### config.mk
export PLATFORM = sky130hd
export DESIGN_NAME = ahb_bus_matrix_input_stage
export DESIGN_NICKNAME = d
export VERILOG_FILES = /design/src/rtl/ahb_bus_matrix_input_stage.sv
export SDC_FILE = /design/constraint.sdc
export NUM_CORES = 1
export LEC_CHECK = 0
export ABC_AREA = 1
export BUFFER_PORTS_ARGS = -buffer_cell sky130_fd_sc_hd__buf_2
export CORE_MARGIN = 3
export CORE_UTILIZATION = 42
export DETAILED_ROUTE_END_ITERATION = 8
export PLACE_DENSITY = 0.76
export SLEW_MARGIN = 20
export SYNTH_ARGS = -nofsm -noshare
export SYNTH_HDL_FRONTEND = slang
export SYNTH_SLANG_ARGS = --single-unit
### constraint.sdc
create_clock -name HCLK -period 1.1 [get_ports HCLK]
set_input_delay 0.33 -clock HCLK [delete_from_list [all_inputs] [get_ports HCLK]]
set_output_delay 0.33 -clock HCLK [all_outputs]
set_load 0.02 [all_outputs]
### src/rtl/ahb_bus_matrix_input_stage.sv
// Per-master input stage of the AHB bus matrix.
// Samples each master address phase and holds it while the target output port has not
// granted this master; the master is stalled for as long as a transfer is held.
// Optional feature macro: AHB_MTX_SEQ_REMAP_EN (a held SEQ beat is presented as NONSEQ/INCR).
module ahb_bus_matrix_input_stage #(
  parameter int unsigned ADDR_W = 32,
  parameter int unsigned PROT_W = 4
) (
  input  logic              HCLK,
  input  logic              HRESETn,
  input  logic              HSELS,
  input  logic [ADDR_W-1:0] HADDRS,
  input  logic [1:0]        HTRANSS,
  input  logic              HWRITES,
  input  logic [2:0]        HSIZES,
  input  logic [2:0]        HBURSTS,
  input  logic [PROT_W-1:0] HPROTS,
  input  logic              HMASTLOCKS,
  input  logic              HREADYS,
  input  logic              active_dec,
  input  logic              readyout_dec,
  input  logic [1:0]        resp_dec,
  output logic              HREADYOUTS,
  output logic [1:0]        HRESPS,
  output logic              sel_op,
  output logic [ADDR_W-1:0] addr_op,
  output logic [1:0]        trans_op,
  output logic              write_op,
  output logic [2:0]        size_op,
  output logic [2:0]        burst_op,
  output logic [PROT_W-1:0] prot_op,
  output logic              mastlock_op,
  output logic              held_tran_op
);

  localparam logic [1:0] TransNonseq = 2'b10;
  localparam logic [1:0] TransSeq    = 2'b11;
  localparam logic [2:0] BurstIncr   = 3'b001;
  localparam logic [1:0] RespOkay    = 2'b00;

  logic              pend_q, pend_d;
  logic              dphase_q, dphase_d;
  logic [ADDR_W-1:0] hold_addr_q;
  logic [1:0]        hold_trans_q;
  logic              hold_write_q;
  logic [2:0]        hold_size_q;
  logic [2:0]        hold_burst_q;
  logic [PROT_W-1:0] hold_prot_q;
  logic              hold_mastlock_q;

  logic tran_valid;
  logic err_last;
  logic held_accept;
  logic accept;

  // Qualify the address phase and detect acceptance / cancellation events
  always_comb begin
    tran_valid  = HSELS & HREADYS & HTRANSS[1];
    // Any non-OKAY response is a two-cycle response; its last cycle cancels the held transfer
    err_last    = dphase_q & (resp_dec != RespOkay) & readyout_dec;
    held_accept = pend_q & active_dec & readyout_dec & ~err_last;
    accept      = (tran_valid & active_dec) | held_accept;
  end

  // Next state of the pending and data-phase flags
  always_comb begin
    pend_d   = pend_q;
    dphase_d = dphase_q;
    if (pend_q) begin
      if (held_accept || err_last) pend_d = 1'b0;
    end else if (tran_valid && !active_dec) begin
      pend_d = 1'b1;
    end
    if (accept) begin
      dphase_d = 1'b1;
    end else if (readyout_dec) begin
      dphase_d = 1'b0;
    end
  end

  // Flag registers
  always_ff @(posedge HCLK) begin
    if (!HRESETn) begin
      pend_q   <= 1'b0;
      dphase_q <= 1'b0;
    end else begin
      pend_q   <= pend_d;
      dphase_q <= dphase_d;
    end
  end

  // Holding registers capture every valid address phase
  always_ff @(posedge HCLK) begin
    if (!HRESETn) begin
      hold_addr_q     <= '0;
      hold_trans_q    <= '0;
      hold_write_q    <= 1'b0;
      hold_size_q     <= '0;
      hold_burst_q    <= '0;
      hold_prot_q     <= '0;
      hold_mastlock_q <= 1'b0;
    end else if (tran_valid) begin
      hold_addr_q     <= HADDRS;
      hold_trans_q    <= HTRANSS;
      hold_write_q    <= HWRITES;
      hold_size_q     <= HSIZES;
      hold_burst_q    <= HBURSTS;
      hold_prot_q     <= HPROTS;
      hold_mastlock_q <= HMASTLOCKS;
    end
  end

  // Output mux: held copy while pending, otherwise zero-latency pass-through
  always_comb begin
    held_tran_op = pend_q;
    if (pend_q) begin
      sel_op      = 1'b1;
      addr_op     = hold_addr_q;
      trans_op    = hold_trans_q;
      write_op    = hold_write_q;
      size_op     = hold_size_q;
      burst_op    = hold_burst_q;
      prot_op     = hold_prot_q;
      mastlock_op = hold_mastlock_q;
`ifdef AHB_MTX_SEQ_REMAP_EN
      // A resumed burst beat must restart arbitration as a fresh INCR burst
      if (hold_trans_q == TransSeq) begin
        trans_op = TransNonseq;
        burst_op = BurstIncr;
      end
`endif
    end else begin
      sel_op      = HSELS & HTRANSS[1];
      addr_op     = HADDRS;
      trans_op    = HTRANSS;
      write_op    = HWRITES;
      size_op     = HSIZES;
      burst_op    = HBURSTS;
      prot_op     = HPROTS;
      mastlock_op = HMASTLOCKS;
    end
  end

  // Ready/response back to the master; a two-cycle response overrides the stall
  always_comb begin
    HRESPS     = dphase_q ? resp_dec : RespOkay;
    HREADYOUTS = 1'b1;
    if (dphase_q && (resp_dec != RespOkay)) begin
      HREADYOUTS = readyout_dec;
    end else if (pend_q) begin
      HREADYOUTS = 1'b0;
    end else if (dphase_q) begin
      HREADYOUTS = readyout_dec;
    end
  end

endmodule

==> results.txt, run 1 <==
----------------------------------------------------
[Global route]
  GRT met2 Usage ... 36.89%
  Grt total ovfl ... 0
  Met3 routing resource usage after global routing ... 4.628%
  Tot GR Track Use ... 21.34%
  Maximum number of pins on one net before global-route repair ... 53
  First-pass GRT wire length ... 11.03 mm
  Global-route track usage on met1 ... 26.65%
  Via count of the first global-routing pass ... 2,440
  Initial antenna violation count ... 0
  Top Usage Layer GRT ... met2

[Clocking]
  Clock Root Buffer ... sky130_fd_sc_hd__clkbuf_8
  Number of CTS-inserted buffers ... 5
  TritonCTS Sinks ... 48
  Clock tree from TritonCTS ... built
  Number of hold buffers added after cts ... 0
  H-tree lvl count ... 2
  Clk Latency, worst-skew pair ... 0.29 ns
  Clock transition at path regs ... 0.09 ns
  Maximum number of buffers from clock root to sink ... 2

[Power]
  Pleak ... 1.765 nW
  Maximum VDD drop ... 792.0 uV
  Pwr/cell area ... 1086 nW/um^2

[Floorplan]
  Core area ... 5205 um^2
  Number of placement rows ... 26
  Die Area ... 6377 um^2
  Height of the die ... 79.86 um
  Starting utilization of the core area ... 44.01%
  Number of ports placed on the die boundary ... 105
  Chip Width ... 79.86 um

[Synth]
  Number of different library cells in the post-synthesis netlist ... 15
  Most used flip-flop cell after synthesis ... sky130_fd_sc_hd__dfxtp_1
  Area share of the leading cell type in the synthesized netlist ... 41.94%
  EDFF count, synth ... 0
  Part of the Yosys area used for sequential elements ... 41.94%
  Cell with the most instances after synthesis ... sky130_fd_sc_hd__o21ai_0
  Synth warnings ... 0
  Net count after synthesis ... 383
  Top cells by instance count after synthesis ... sky130_fd_sc_hd__o21ai_0, sky130_fd_sc_hd__nand2_1, sky130_fd_sc_hd__inv_1
  Cells after synthesis ... 329
  Share of synthesized flip-flops with an asynchronous set or reset ... 0%
  Synthesized area ... 2291 um^2
  Mean area per synthesized cell ... 6.963 um^2
  Area contributors post-synth ... sky130_fd_sc_hd__dfxtp_1, sky130_fd_sc_hd__o21ai_0, sky130_fd_sc_hd__a21oi_1
  Number of storage elements in the synthesis netlist ... 48
  Most area-hungry cell type in the Yosys netlist ... sky130_fd_sc_hd__dfxtp_1

[Route]
  Number of nets with antenna violations after routing ... 0
  WL final ... 7.812 mm
  Detailed Routing Iterations Pass 1 ... 4
  Total number of vias ... 2,674
  Number of DRC violations after detailed routing ... 0
  Average via count per standard cell ... 5.223
  Average wire per standard cell ... 15.26 um
  Initial DRC Count ... 165

[Timing]
  Fin. max-slew vios ... 0
  Highest Clock Rate ... 619.3 MHz
  Slew @ Worst Pin ... 0.2034 ns
  Worst slew margin relative to its limit ... 86.44%
  Final worst-path setup slack ... -0.5148 ns
  Maximum clock skew at final layout ... 0.0008264 ns
  Setup TNS after final layout ... -24.21 ns
  Unrepaired setup endpoints after global routing ... true
  Ratio of final minimum period to clock period ... 146.8%
  Time the worst path needs with I/O delays and setup ... 1.615 ns
  Number of endpoints with negative hold slack in the final report ... 0
  Number of failing setup endpoints in the final timing report ... 52

[Cells and area]
  Fraction of final layout cells with drive strength greater than 1 ... 45.48%
  Final standard cell area without fillers ... 3950 um^2
  Sequential cell area in the final layout ... 965.9 um^2
  Filler Cells Inserted ... 370
  Area occupied by multi-input gates ... 1326 um^2
  Core occupancy in the finished layout ... 75.89%
  Layout area overhead ... 72.42%
  Diode count ... 0
  Nets@finish ... 495

[Setup path]
  Classification of the worst setup path ... reg2out
  Startpoint class of the critical path ... flop
  Arrival time reported for the critical path endpoint ... 1.28 ns
  Data required time at the worst endpoint ... 0.77 ns
  Worst Setup End Kind ... primary output
  Maximum fanout encountered on the critical timing path ... 9

[Worst hold path]
  Hold/Removal Path Class ... in2reg

[Run]
  # Max-Cap Violations ... 0

[Placed design]
  Count of input and output buffers ... 104
  HPWL Detailed ... 3.795 mm
  Placed instance area ... 3023 um^2
  Final weighted congestion in routability-driven placement ... 0.7259

[Run status]
  Status ... finished with violations
  Violated checks ... negative setup slack

----------------------------------------------------
state kept, by name (all words and copies together) (netlist names):
signal and count:
dphase_q 1, held_tran_op 1, hold_addr_q 32, hold_burst_q 3, hold_mastlock_q 1, hold_prot_q 4
hold_size_q 3, hold_trans_q 2, hold_write_q 1
power by group:
part	internal [mW]	switching [mW]	leakage, nW
Combinational	0.572	0.688	1.32
Clock	0.585	0.592	0.0534
Sequential	1.83	0.0296	0.394
cell type report:
class                      count  share of cell area, %
tap                           70                  2.217
multi-input combinational    204                  33.58
inverter                      52                  5.258
clock inverter                 1                 0.1267
sequential                    48                  24.45
timing repair buffer         129                  31.61
clock buffer                   7                  2.471
timing repair inverter         1                 0.2851
routing by layer:
layer	up-vias	part of all wire, %
li1	1294	-
met1	1250	40
met2	111	51
met5	-	0
met4	0	2.4
met3	19	6.0
layout by cell type (no fill, tap or decap), types with 2 or more instances in the layout:
cell type                   synthesis  final
sky130_fd_sc_hd__a21oi_1           46     46
sky130_fd_sc_hd__nor2_1             5      5
sky130_fd_sc_hd__clkbuf_8           0      5
sky130_fd_sc_hd__nand2_1           57     36
sky130_fd_sc_hd__buf_12             0      4
sky130_fd_sc_hd__buf_2              4     53
sky130_fd_sc_hd__o21ai_4            0     18
sky130_fd_sc_hd__buf_6              9     36
sky130_fd_sc_hd__o21ai_2            0     19
sky130_fd_sc_hd__clkbuf_16          0      6
sky130_fd_sc_hd__inv_1             52     49
sky130_fd_sc_hd__dfxtp_1           48     46
sky130_fd_sc_hd__buf_4              5     24
sky130_fd_sc_hd__o21ai_1           35     45
sky130_fd_sc_hd__nand2_2            0     11
sky130_fd_sc_hd__nand2_4            0     10
sky130_fd_sc_hd__buf_16             0      7
sky130_fd_sc_hd__inv_2              0      2
sky130_fd_sc_hd__o21ai_0           58     11
path summary, 6_finish.rpt:
path                                 from  slack [ns]  depth (start not counted)                           end
max               held_tran_op$_SDFF_PN0_       -0.51                          5                   addr_op[22]
min                             HPROTS[0]        0.32                          3   hold_prot_q[0]$_SDFFE_PN0P_
max reg2reg       held_tran_op$_SDFF_PN0_       -0.09                          6       held_tran_op$_SDFF_PN0_
min reg2reg  hold_addr_q[14]$_SDFFE_PN0P_        0.46                          2  hold_addr_q[14]$_SDFFE_PN0P_
critical path: stages, from the launching register on:
cell and delay, ns:
sky130_fd_sc_hd__dfxtp_4 0.44, sky130_fd_sc_hd__inv_12 0.09, sky130_fd_sc_hd__buf_16 0.15, sky130_fd_sc_hd__nand2_1 0.09
sky130_fd_sc_hd__o21ai_1 0.07, sky130_fd_sc_hd__buf_4 0.15
per-stage QoR:
step,total power [mW],setup slack [ns],hold WS [ns],instances
global placement,2.747,-0.2653,0.4370,491
global route,4.460,-0.5660,0.3165,512
finish,4.291,-0.5148,0.3178,512
CTS,4.126,-0.5169,0.3093,506
detailed placement,2.765,-0.2833,0.4449,491
floorplan,2.467,-0.1975,0.4292,329
timing repair:
action	4_1_cts	5_1_grt
pin swaps	1	2
gates resized for setup	106	55
setup endpoints to repair	52	52
gates cloned	7	5
setup buffers	1	3
logic make-up after synthesis:
kind of cell	share of synthesized area, %
compound gates	30.37
buf+inv	16.60
flops	41.94
simple gates	11.09
Power figures use the tool's default switching activity.
==> inputs of run 2 (changes only) <==
--- a/config.mk
+++ b/config.mk
@@ -7,10 +7,12 @@
 export LEC_CHECK = 0
 export ABC_AREA = 1
 export BUFFER_PORTS_ARGS = -buffer_cell sky130_fd_sc_hd__buf_2
+export CAP_MARGIN = 20
 export CORE_MARGIN = 3
 export CORE_UTILIZATION = 42
 export DETAILED_ROUTE_END_ITERATION = 8
 export PLACE_DENSITY = 0.76
+export RECOVER_POWER = 100
 export SLEW_MARGIN = 20
 export SYNTH_ARGS = -nofsm -noshare
 export SYNTH_HDL_FRONTEND = slang
==> run 2 against run 1 <==
Compared with the run above: the flow still finishes with violations (negative setup slack); die area unchanged; global-route usage unchanged; critical path depth down 1; sequential share of layout area up 0.19 points; clock skew about the same; highest routed layer unchanged; critical path type unchanged.
==> results.txt, run 2 (synthesis results as in run 1) <==
----------------------------------------------------
[Run status]
  Status ... finished with violations
  Violated checks ... negative setup slack

[Cells and area]
  Largest registers in the final layout ... hold_addr_q: 32 flops, hold_prot_q: 4 flops
  Nets@finish ... 495 (unchanged)
  Commonest non-fill, non-tap cells in the layout ... sky130_fd_sc_hd__buf_2, sky130_fd_sc_hd__inv_1, sky130_fd_sc_hd__a21oi_1, sky130_fd_sc_hd__dfxtp_1, sky130_fd_sc_hd__o21ai_1
  Filler Cells Inserted ... 374 (+1.1%)
  Number of flip-flops under the largest register name ... 32 (unchanged)
  Most common cell after layout, fill and taps aside ... sky130_fd_sc_hd__buf_2
  Area occupied by multi-input gates ... 1321 um^2 (-0.38%)
  Layout area overhead ... 71.11%
  Largest reg by FF count ... hold_addr_q
  Final cell count without fillers ... 512 (unchanged)
  Diode count ... 0 (unchanged)
  Final standard cell area without fillers ... 3920 um^2 (-0.76%)
  Sequential cell area in the final layout ... 965.9 um^2 (unchanged)
  Fraction of final layout cells with drive strength greater than 1 ... 45.25% (-0.23 points)

[Setup path]
  Startpoint class of the critical path ... flop
  Maximum fanout encountered on the critical timing path ... 12 (+3)
  CP Launch Point ... held_tran_op$_SDFF_PN0_
  Worst Setup End Kind ... primary output
  Worst r2r src ... held_tran_op$_SDFF_PN0_
  Data required time at the worst endpoint ... 0.77 ns (about the same)
  Classification of the worst setup path ... reg2out
  Arrival time reported for the critical path endpoint ... 1.28 ns (about the same)

[Floorplan]
  Die Area ... 6377 um^2 (unchanged)
  Height of the die ... 79.86 um (unchanged)
  Core area ... 5205 um^2 (unchanged)
  Number of placement rows ... 26 (unchanged)
  Chip Width ... 79.86 um (unchanged)
  Starting utilization of the core area ... 44.01% (unchanged)
  Number of ports placed on the die boundary ... 105 (unchanged)

[Worst hold path]
  Startpoint of the most critical hold path ... HPROTS[0]
  Hold/Removal Path Class ... in2reg

[Power]
  Pwr/cell area ... 1089 nW/um^2 (+0.21%)
  Pleak ... 1.752 nW (-0.71%)
  Maximum VDD drop ... 784.7 uV (-0.92%)

[Timing]
  Slew @ Worst Pin ... 0.5030 ns (+0.2996 ns)
  Setup TNS after final layout ... -24.58 ns (-0.3677 ns)
  Fin. max-slew vios ... 0 (unchanged)
  Highest Clock Rate ... 620.0 MHz (+0.12%)
  Time the worst path needs with I/O delays and setup ... 1.613 ns (-0.001939 ns)
  Final hold slack ... 0.3171 ns (-0.0007230 ns)
  Worst slew margin relative to its limit ... 66.46% (-20 points)
  Final worst-path setup slack ... -0.5129 ns (+0.001939 ns)
  Maximum clock skew at final layout ... 0.0008126 ns (-0.00001380 ns)
  Unrepaired setup endpoints after global routing ... true
  Number of endpoints with negative hold slack in the final report ... 0 (unchanged)
  Ratio of final minimum period to clock period ... 146.6% (-0.18 points)
  Number of failing setup endpoints in the final timing report ... 67 (+29%)

[Clocking]
  Clock transition at path regs ... 0.09 ns (about the same)
  Clk Latency, worst-skew pair ... 0.29 ns (about the same)
  Number of CTS-inserted buffers ... 5 (unchanged)
  Clock tree from TritonCTS ... built
  H-tree lvl count ... 2 (unchanged)
  Maximum number of buffers from clock root to sink ... 2 (unchanged)
  TritonCTS Sinks ... 48 (unchanged)
  Number of hold buffers added after cts ... 0 (unchanged)
  Clock Root Buffer ... sky130_fd_sc_hd__clkbuf_8

[Route]
  WL final ... 7.751 mm (-0.78%)
  Initial DRC Count ... 148 (-10%)
  Average via count per standard cell ... 5.168 (-1.0%)
  Number of DRC violations after detailed routing ... 0 (unchanged)
  Average wire per standard cell ... 15.14 um (-0.78%)
  Number of nets with antenna violations after routing ... 0 (unchanged)
  Total number of vias ... 2,646 (-1.0%)
  Detailed Routing Iterations Pass 1 ... 4 (unchanged)

[Run]
  # Max-Cap Violations ... 0 (unchanged)

[Global route]
  Tot GR Track Use ... 21.34% (unchanged)
  Via count of the first global-routing pass ... 2,440 (unchanged)
  Grt total ovfl ... 0 (unchanged)
  Maximum number of pins on one net before global-route repair ... 53 (unchanged)
  Initial antenna violation count ... 0 (unchanged)
  First-pass GRT wire length ... 11.03 mm (unchanged)

[Placed design]
  Final weighted congestion in routability-driven placement ... 0.7259 (unchanged)
  Placed instance area ... 3023 um^2 (unchanged)
  HPWL Detailed ... 3.795 mm (unchanged)
  Setup WS pre-CTS ... -0.2833 ns (unchanged)
  Placed Instances ... 491 (unchanged)
  Count of input and output buffers ... 104 (unchanged)

----------------------------------------------------
run 2: cell count changes in the layout (fill, tap and decap cells not counted), moves of 2 or more:
cell / change
sky130_fd_sc_hd__buf_12: -2
sky130_fd_sc_hd__o21ai_0: +5
sky130_fd_sc_hd__clkbuf_4: +2
sky130_fd_sc_hd__o21ai_1: -5
run 2: stage by stage:
| stage | power, mW | utilization [%] |
|---|---|---|
| 2_1_floorplan | 2.467 | - |
| 3_3_place_gp | 2.747 | 58.08 |
| 3_5_place_dp | 2.765 | 58.08 |
| 4_1_cts | 4.126 | 69.40 |
| 5_1_grt | 4.446 | 75.31 |
| 6_report | 4.268 | 75.31 |
run 2: worst max-delay path, stage by stage, from the launching register on:
cell	delay (ns)
sky130_fd_sc_hd__dfxtp_4	0.44
sky130_fd_sc_hd__inv_12	0.08
sky130_fd_sc_hd__clkbuf_16	0.19
sky130_fd_sc_hd__o21ai_1	0.12
sky130_fd_sc_hd__buf_4	0.15
run 2: cell type report:
| class | instances | share of cell area, % |
|---|---|---|
| Timing Repair Buffer | 129 | 31.22 |
| Clock buffer | 7 | 2.490 |
| Timing Repair inverter | 1 | 0.2873 |
| Multi-Input combinational cell | 204 | 33.71 |
| Sequential cell | 48 | 24.64 |
| Inverter | 52 | 5.298 |
| Tap cell | 70 | 2.234 |
| Clock inverter | 1 | 0.1277 |
run 2: what timing repair did:
item,4_1_cts,5_1_grt
setup endpoints to repair,52,52
setup buffers,1,3
pin swaps,1,2
resized for setup,106,55
cloned,7,5
run 2: path summary, 6_finish.rpt:
kind | endpoint | slack [ns] | cells after the start
hold / removal | hold_prot_q[0]$_SDFFE_PN0P_ | 0.32 | 3
hold reg to reg | hold_addr_q[14]$_SDFFE_PN0P_ | 0.46 | 2
setup / recovery | prot_op[1] | -0.51 | 4
setup reg to reg | held_tran_op$_SDFF_PN0_ | -0.08 | 6
run 2: per-layer routing:
metal | vias to the layer above | GRT usage, % | share of wire (%)
li1 | 1290 | - | -
met1 | 1222 | 26.65 | 39
met2 | 115 | 36.89 | 52
met3 | 19 | 4.628 | 7.0
met4 | 0 | 5.912 | 2.3
met5 | - | 0 | 0
run 2: where the power goes:
group          switching [mW]  total [mW]  internal, mW  leakage [nW]
Clock                   0.585        1.17         0.584        0.0534
Combinational           0.681        1.24         0.563          1.30
Sequential             0.0295        1.85          1.83         0.394
==> inputs of run 3 (changes only) <==
--- a/config.mk
+++ b/config.mk
@@ -5,7 +5,6 @@
 export SDC_FILE = /design/constraint.sdc
 export NUM_CORES = 1
 export LEC_CHECK = 0
-export ABC_AREA = 1
 export BUFFER_PORTS_ARGS = -buffer_cell sky130_fd_sc_hd__buf_2
 export CAP_MARGIN = 20
 export CORE_MARGIN = 3
==> run 3 against run 2 <==
Compared with the run above: the run still ends with negative setup slack left; clock-buffer cell count up 1; utilization is 3.7 points lower; via count decreased by 15%; sequential power is essentially flat.
==> results.txt, run 3 <==
----------------------------------------------------
[Run]
  # Max-Cap Violations ... 0 (unchanged)

[Cells and area]
  Filler Cells Inserted ... 400 (+7.0%)
  Largest reg by FF count ... hold_addr_q
  Area occupied by multi-input gates ... 1388 um^2 (+5.0%)
  Sequential cell area in the final layout ... 965.9 um^2 (unchanged)
  Commonest non-fill, non-tap cells in the layout ... sky130_fd_sc_hd__nand2_1, sky130_fd_sc_hd__buf_2, sky130_fd_sc_hd__buf_6, sky130_fd_sc_hd__a21oi_1
  Diode count ... 0 (unchanged)
  Layout area overhead ... 63.52%
  Most common cell after layout, fill and taps aside ... sky130_fd_sc_hd__nand2_1
  Fraction of final layout cells with drive strength greater than 1 ... 49.74% (+4.5 points)
  Nets@finish ... 439 (-11%)
  Core occupancy in the finished layout ... 71.57% (-3.7 points)
  Number of flip-flops under the largest register name ... 32 (unchanged)
  Largest registers in the final layout ... hold_addr_q: 32 flops, hold_prot_q: 4 flops

[Power]
  Pwr/cell area ... 1074 nW/um^2 (-1.3%)
  Part of the power in the clock network ... 26.7% (-0.7 points)
  Maximum VDD drop ... 624.5 uV (-20%)
  Comb power frac ... 27.1% (-2.1 points)
  Post-route total power ... 3.952 mW (-7.4%)
  Sequential Power Share ... 46.2% (+2.7 points)
  Internal portion of total power ... 2.891 mW (-2.7%)
  Switching component of the power ... 1.062 mW (-18%)
  Switching share of power ... 26.86% (-3.5 points)
  Pleak ... 1.625 nW (-7.3%)

[Route]
  Initial DRC Count ... 63 (-57%)
  WL final ... 6.494 mm (-16%)
  Number of nets with antenna violations after routing ... 0 (unchanged)
  Average via count per standard cell ... 4.919 (-4.8%)
  Average wire per standard cell ... 14.24 um (-5.9%)
  Total number of vias ... 2,243 (-15%)
  Number of DRC violations after detailed routing ... 0 (unchanged)
  Detailed Routing Iterations Pass 1 ... 4 (unchanged)

[Timing]
  Maximum clock skew at final layout ... 0.002219 ns (+0.001407 ns)
  Fin. max-slew vios ... 0 (unchanged)
  Number of failing setup endpoints in the final timing report ... 51 (-24%)
  Time the worst path needs with I/O delays and setup ... 1.714 ns (+0.1012 ns)
  Unrepaired setup endpoints after global routing ... true
  Number of endpoints with negative hold slack in the final report ... 0 (unchanged)
  Slew @ Worst Pin ... 0.3301 ns (-0.1729 ns)
  Final worst-path setup slack ... -0.6141 ns (-0.1012 ns)
  Ratio of final minimum period to clock period ... 155.8% (+9.2 points)
  Highest Clock Rate ... 583.4 MHz (-5.9%)
  Worst slew margin relative to its limit ... 77.84% (+11 points)

[Floorplan]
  Height of the die ... 79.19 um (-0.84%)
  Starting utilization of the core area ... 43.77% (-0.25 points)
  Number of ports placed on the die boundary ... 105 (unchanged)
  Number of placement rows ... 26 (unchanged)
  Core area ... 5140 um^2 (-1.2%)
  Die Area ... 6270 um^2 (-1.7%)
  Chip Width ... 79.19 um (-0.84%)

[Run status]
  Violated checks ... negative setup slack
  Status ... finished with violations

[Setup path]
  Worst-case reg-to-reg path depth ... 3 (-3)
  Ordered cell list for the critical path ... buf_6, clkbuf_16, mux2_4, buf_6
  Worst r2r src ... held_tran_op$_SDFF_PN0_
  Data required time at the worst endpoint ... 0.77 ns (about the same)
  Maximum fanout encountered on the critical timing path ... 6 (-6)
  Worst Setup End Kind ... primary output
  CP most frequent cell ... sky130_fd_sc_hd__buf_6
  Startpoint class of the critical path ... flop
  CP delay by family, top ... buffers and inverters
  Buffers & Inverters on Critical Path ... 3 (unchanged)
  Maximum single-stage delay on the critical path ... 0.37 ns (-0.07 ns)
  Flop2flop setup slack ... 0 ns (+0.08 ns)
  End of the worst register-to-register path ... held_tran_op$_SDFF_PN0_
  Arrival time reported for the critical path endpoint ... 1.38 ns (+0.10 ns)
  Classification of the worst setup path ... reg2out
  Slowest cell on the critical path ... sky130_fd_sc_hd__dfxtp_4

[Clocking]
  Clock Root Buffer ... sky130_fd_sc_hd__clkbuf_8
  Number of CTS-inserted buffers ... 5 (unchanged)
  Clock transition at path regs ... 0.08 ns (about the same)
  Clock tree from TritonCTS ... built
  TritonCTS Sinks ... 48 (unchanged)
  Clk Latency, worst-skew pair ... 0.29 ns (about the same)
  Maximum number of buffers from clock root to sink ... 2 (unchanged)
  Number of hold buffers added after cts ... 0 (unchanged)
  H-tree lvl count ... 2 (unchanged)

[Synth]
  Number of storage elements in the synthesis netlist ... 48 (unchanged)
  Share of synthesized flip-flops with an asynchronous set or reset ... 0% (unchanged)
  Synth warnings ... 0 (unchanged)
  Cells after synthesis ... 267 (-19%)
  Synthesized area ... 2250 um^2 (-1.8%)
  Net count after synthesis ... 321 (-16%)
  Part of the Yosys area used for sequential elements ... 42.71% (+0.77 points)
  Most area-hungry cell type in the Yosys netlist ... sky130_fd_sc_hd__dfxtp_1
  Top cells by instance count after synthesis ... sky130_fd_sc_hd__nand2_1, sky130_fd_sc_hd__a21oi_1, sky130_fd_sc_hd__dfxtp_1
  Area share of the leading cell type in the synthesized netlist ... 42.71% (+0.77 points)
  Mean area per synthesized cell ... 8.426 um^2 (+21%)
  Number of different library cells in the post-synthesis netlist ... 20 (+5)
  Cell with the most instances after synthesis ... sky130_fd_sc_hd__nand2_1
  Area contributors post-synth ... sky130_fd_sc_hd__dfxtp_1, sky130_fd_sc_hd__mux2_2, sky130_fd_sc_hd__nand2_1
  EDFF count, synth ... 0 (unchanged)
  Most used flip-flop cell after synthesis ... sky130_fd_sc_hd__dfxtp_1

[Worst hold path]
  Terminating pin of the worst hold path ... hold_addr_q[5]$_SDFFE_PN0P_
  Number of cells traversed by the worst hold path ... 3 (unchanged)
  Startpoint of the most critical hold path ... HADDRS[5]
  Hold/Removal Path Class ... in2reg

[Global route]
  Via count of the first global-routing pass ... 2,089 (-14%)
  First-pass GRT wire length ... 8.983 mm (-19%)
  Tot GR Track Use ... 17.86% (-3.5 points)
  Maximum number of pins on one net before global-route repair ... 49 (-7.5%)
  Initial antenna violation count ... 0 (unchanged)
  Grt total ovfl ... 0 (unchanged)

[Placed design]
  HPWL Detailed ... 4.133 mm (+8.9%)
  Final weighted congestion in routability-driven placement ... 0.6664 (-8.2%)
  Count of input and output buffers ... 104 (unchanged)

----------------------------------------------------
==> run 3: changes by cell type after synthesis, sizes merged, moves of 3 or more <==
| cell | change |
|---|---|
| o21ai | -92 |
| inv | -51 |
| mux2 | +46 |
| nand2 | +33 |
| buf | -6 |
| nor2 | -3 |
==> run 3: what timing repair did <==
| action | in CTS | in global routing |
|---|---|---|
| cloned | 0 | 4 |
| buffers inserted | 0 | 5 |
| pin swaps | 0 | 1 |
| resized for setup | 14 | 97 |
| setup endpoints to repair | 51 | 51 |
==> run 3: cell families (layout without fill, tap and decap cells) <==
group	Yosys count	after routing	synth area share, %
AOI/OAI and AO/OA	51	51	11.51
buffers and inverters	21	140	4.672
DFF	48	48	42.71
muxes	46	46	23.03
and+or+nand+nor	101	101	18.08
==> run 3: layout make-up <==
cell class | instances | area share (%)
tap | 70 | 2.381
inverter | 1 | 0.1020
sequential | 48 | 26.26
timing repair buffer | 131 | 31.09
clock buffer | 8 | 2.449
multi-input combinational | 198 | 37.72
==> run 3: worst max-delay path by stage <==
| stage | from | to | slack (ns) | cells after the start |
|---|---|---|---|---|
| 5_1_grt | held_tran_op$_SDFF_PN0_ | addr_op[15] | -0.66 | 4 |
| 4_1_cts | held_tran_op$_SDFF_PN0_ | addr_op[30] | -0.63 | 3 |
| 3_3_place_gp | held_tran_op$_SDFF_PN0_ | addr_op[28] | -0.28 | 3 |
| 3_5_place_dp | held_tran_op$_SDFF_PN0_ | addr_op[30] | -0.30 | 3 |
| 2_1_floorplan | held_tran_op$_SDFF_PN0_ | addr_op[0] | -0.24 | 3 |
| 6_report | held_tran_op$_SDFF_PN0_ | addr_op[3] | -0.61 | 4 |
==> run 3: routing by layer <==
metal  share of wire, %  track usage (%)  up-vias
met4               0.52            6.357        0
met5                  0                0        -
met3                6.1            4.762        5
met2                 52            32.49       70
met1                 41            19.85     1041
li1                   -                -     1127
==> run 3: worst reg2reg max path: stages (launching register included) <==
cell	delay, ns
sky130_fd_sc_hd__dfxtp_4	0.36
sky130_fd_sc_hd__buf_6	0.14
sky130_fd_sc_hd__or3_4	0.37
sky130_fd_sc_hd__a31oi_1	0.15
==> run 3: metrics by stage <==
stage	setup TNS [ns]	worst slack [ns]	cells	hold slack, ns	area (um^2)
3_5_place_dp	-16.29	-0.2960	439	0.4475	3138
4_1_cts	-29.37	-0.6302	447	0.2684	3268
5_1_grt	-32.42	-0.6556	456	0.2722	3679
6_report	-29.58	-0.6141	456	0.2780	3679
2_1_floorplan	-11.27	-0.2419	267	0.4359	2516
3_3_place_gp	-14.51	-0.2801	439	0.4408	3138
==> run 3: power groups by stage <==
stage / Clock [mW] / Sequential (mW) / Combinational [mW]
3_5_place_dp: 0 / 1.87 / 0.855
2_1_floorplan: 0 / 1.86 / 0.568
5_1_grt: 1.16 / 1.83 / 1.14
4_1_cts: 1.10 / 1.83 / 0.870
3_3_place_gp: 0 / 1.86 / 0.839
6_report: 1.06 / 1.83 / 1.07
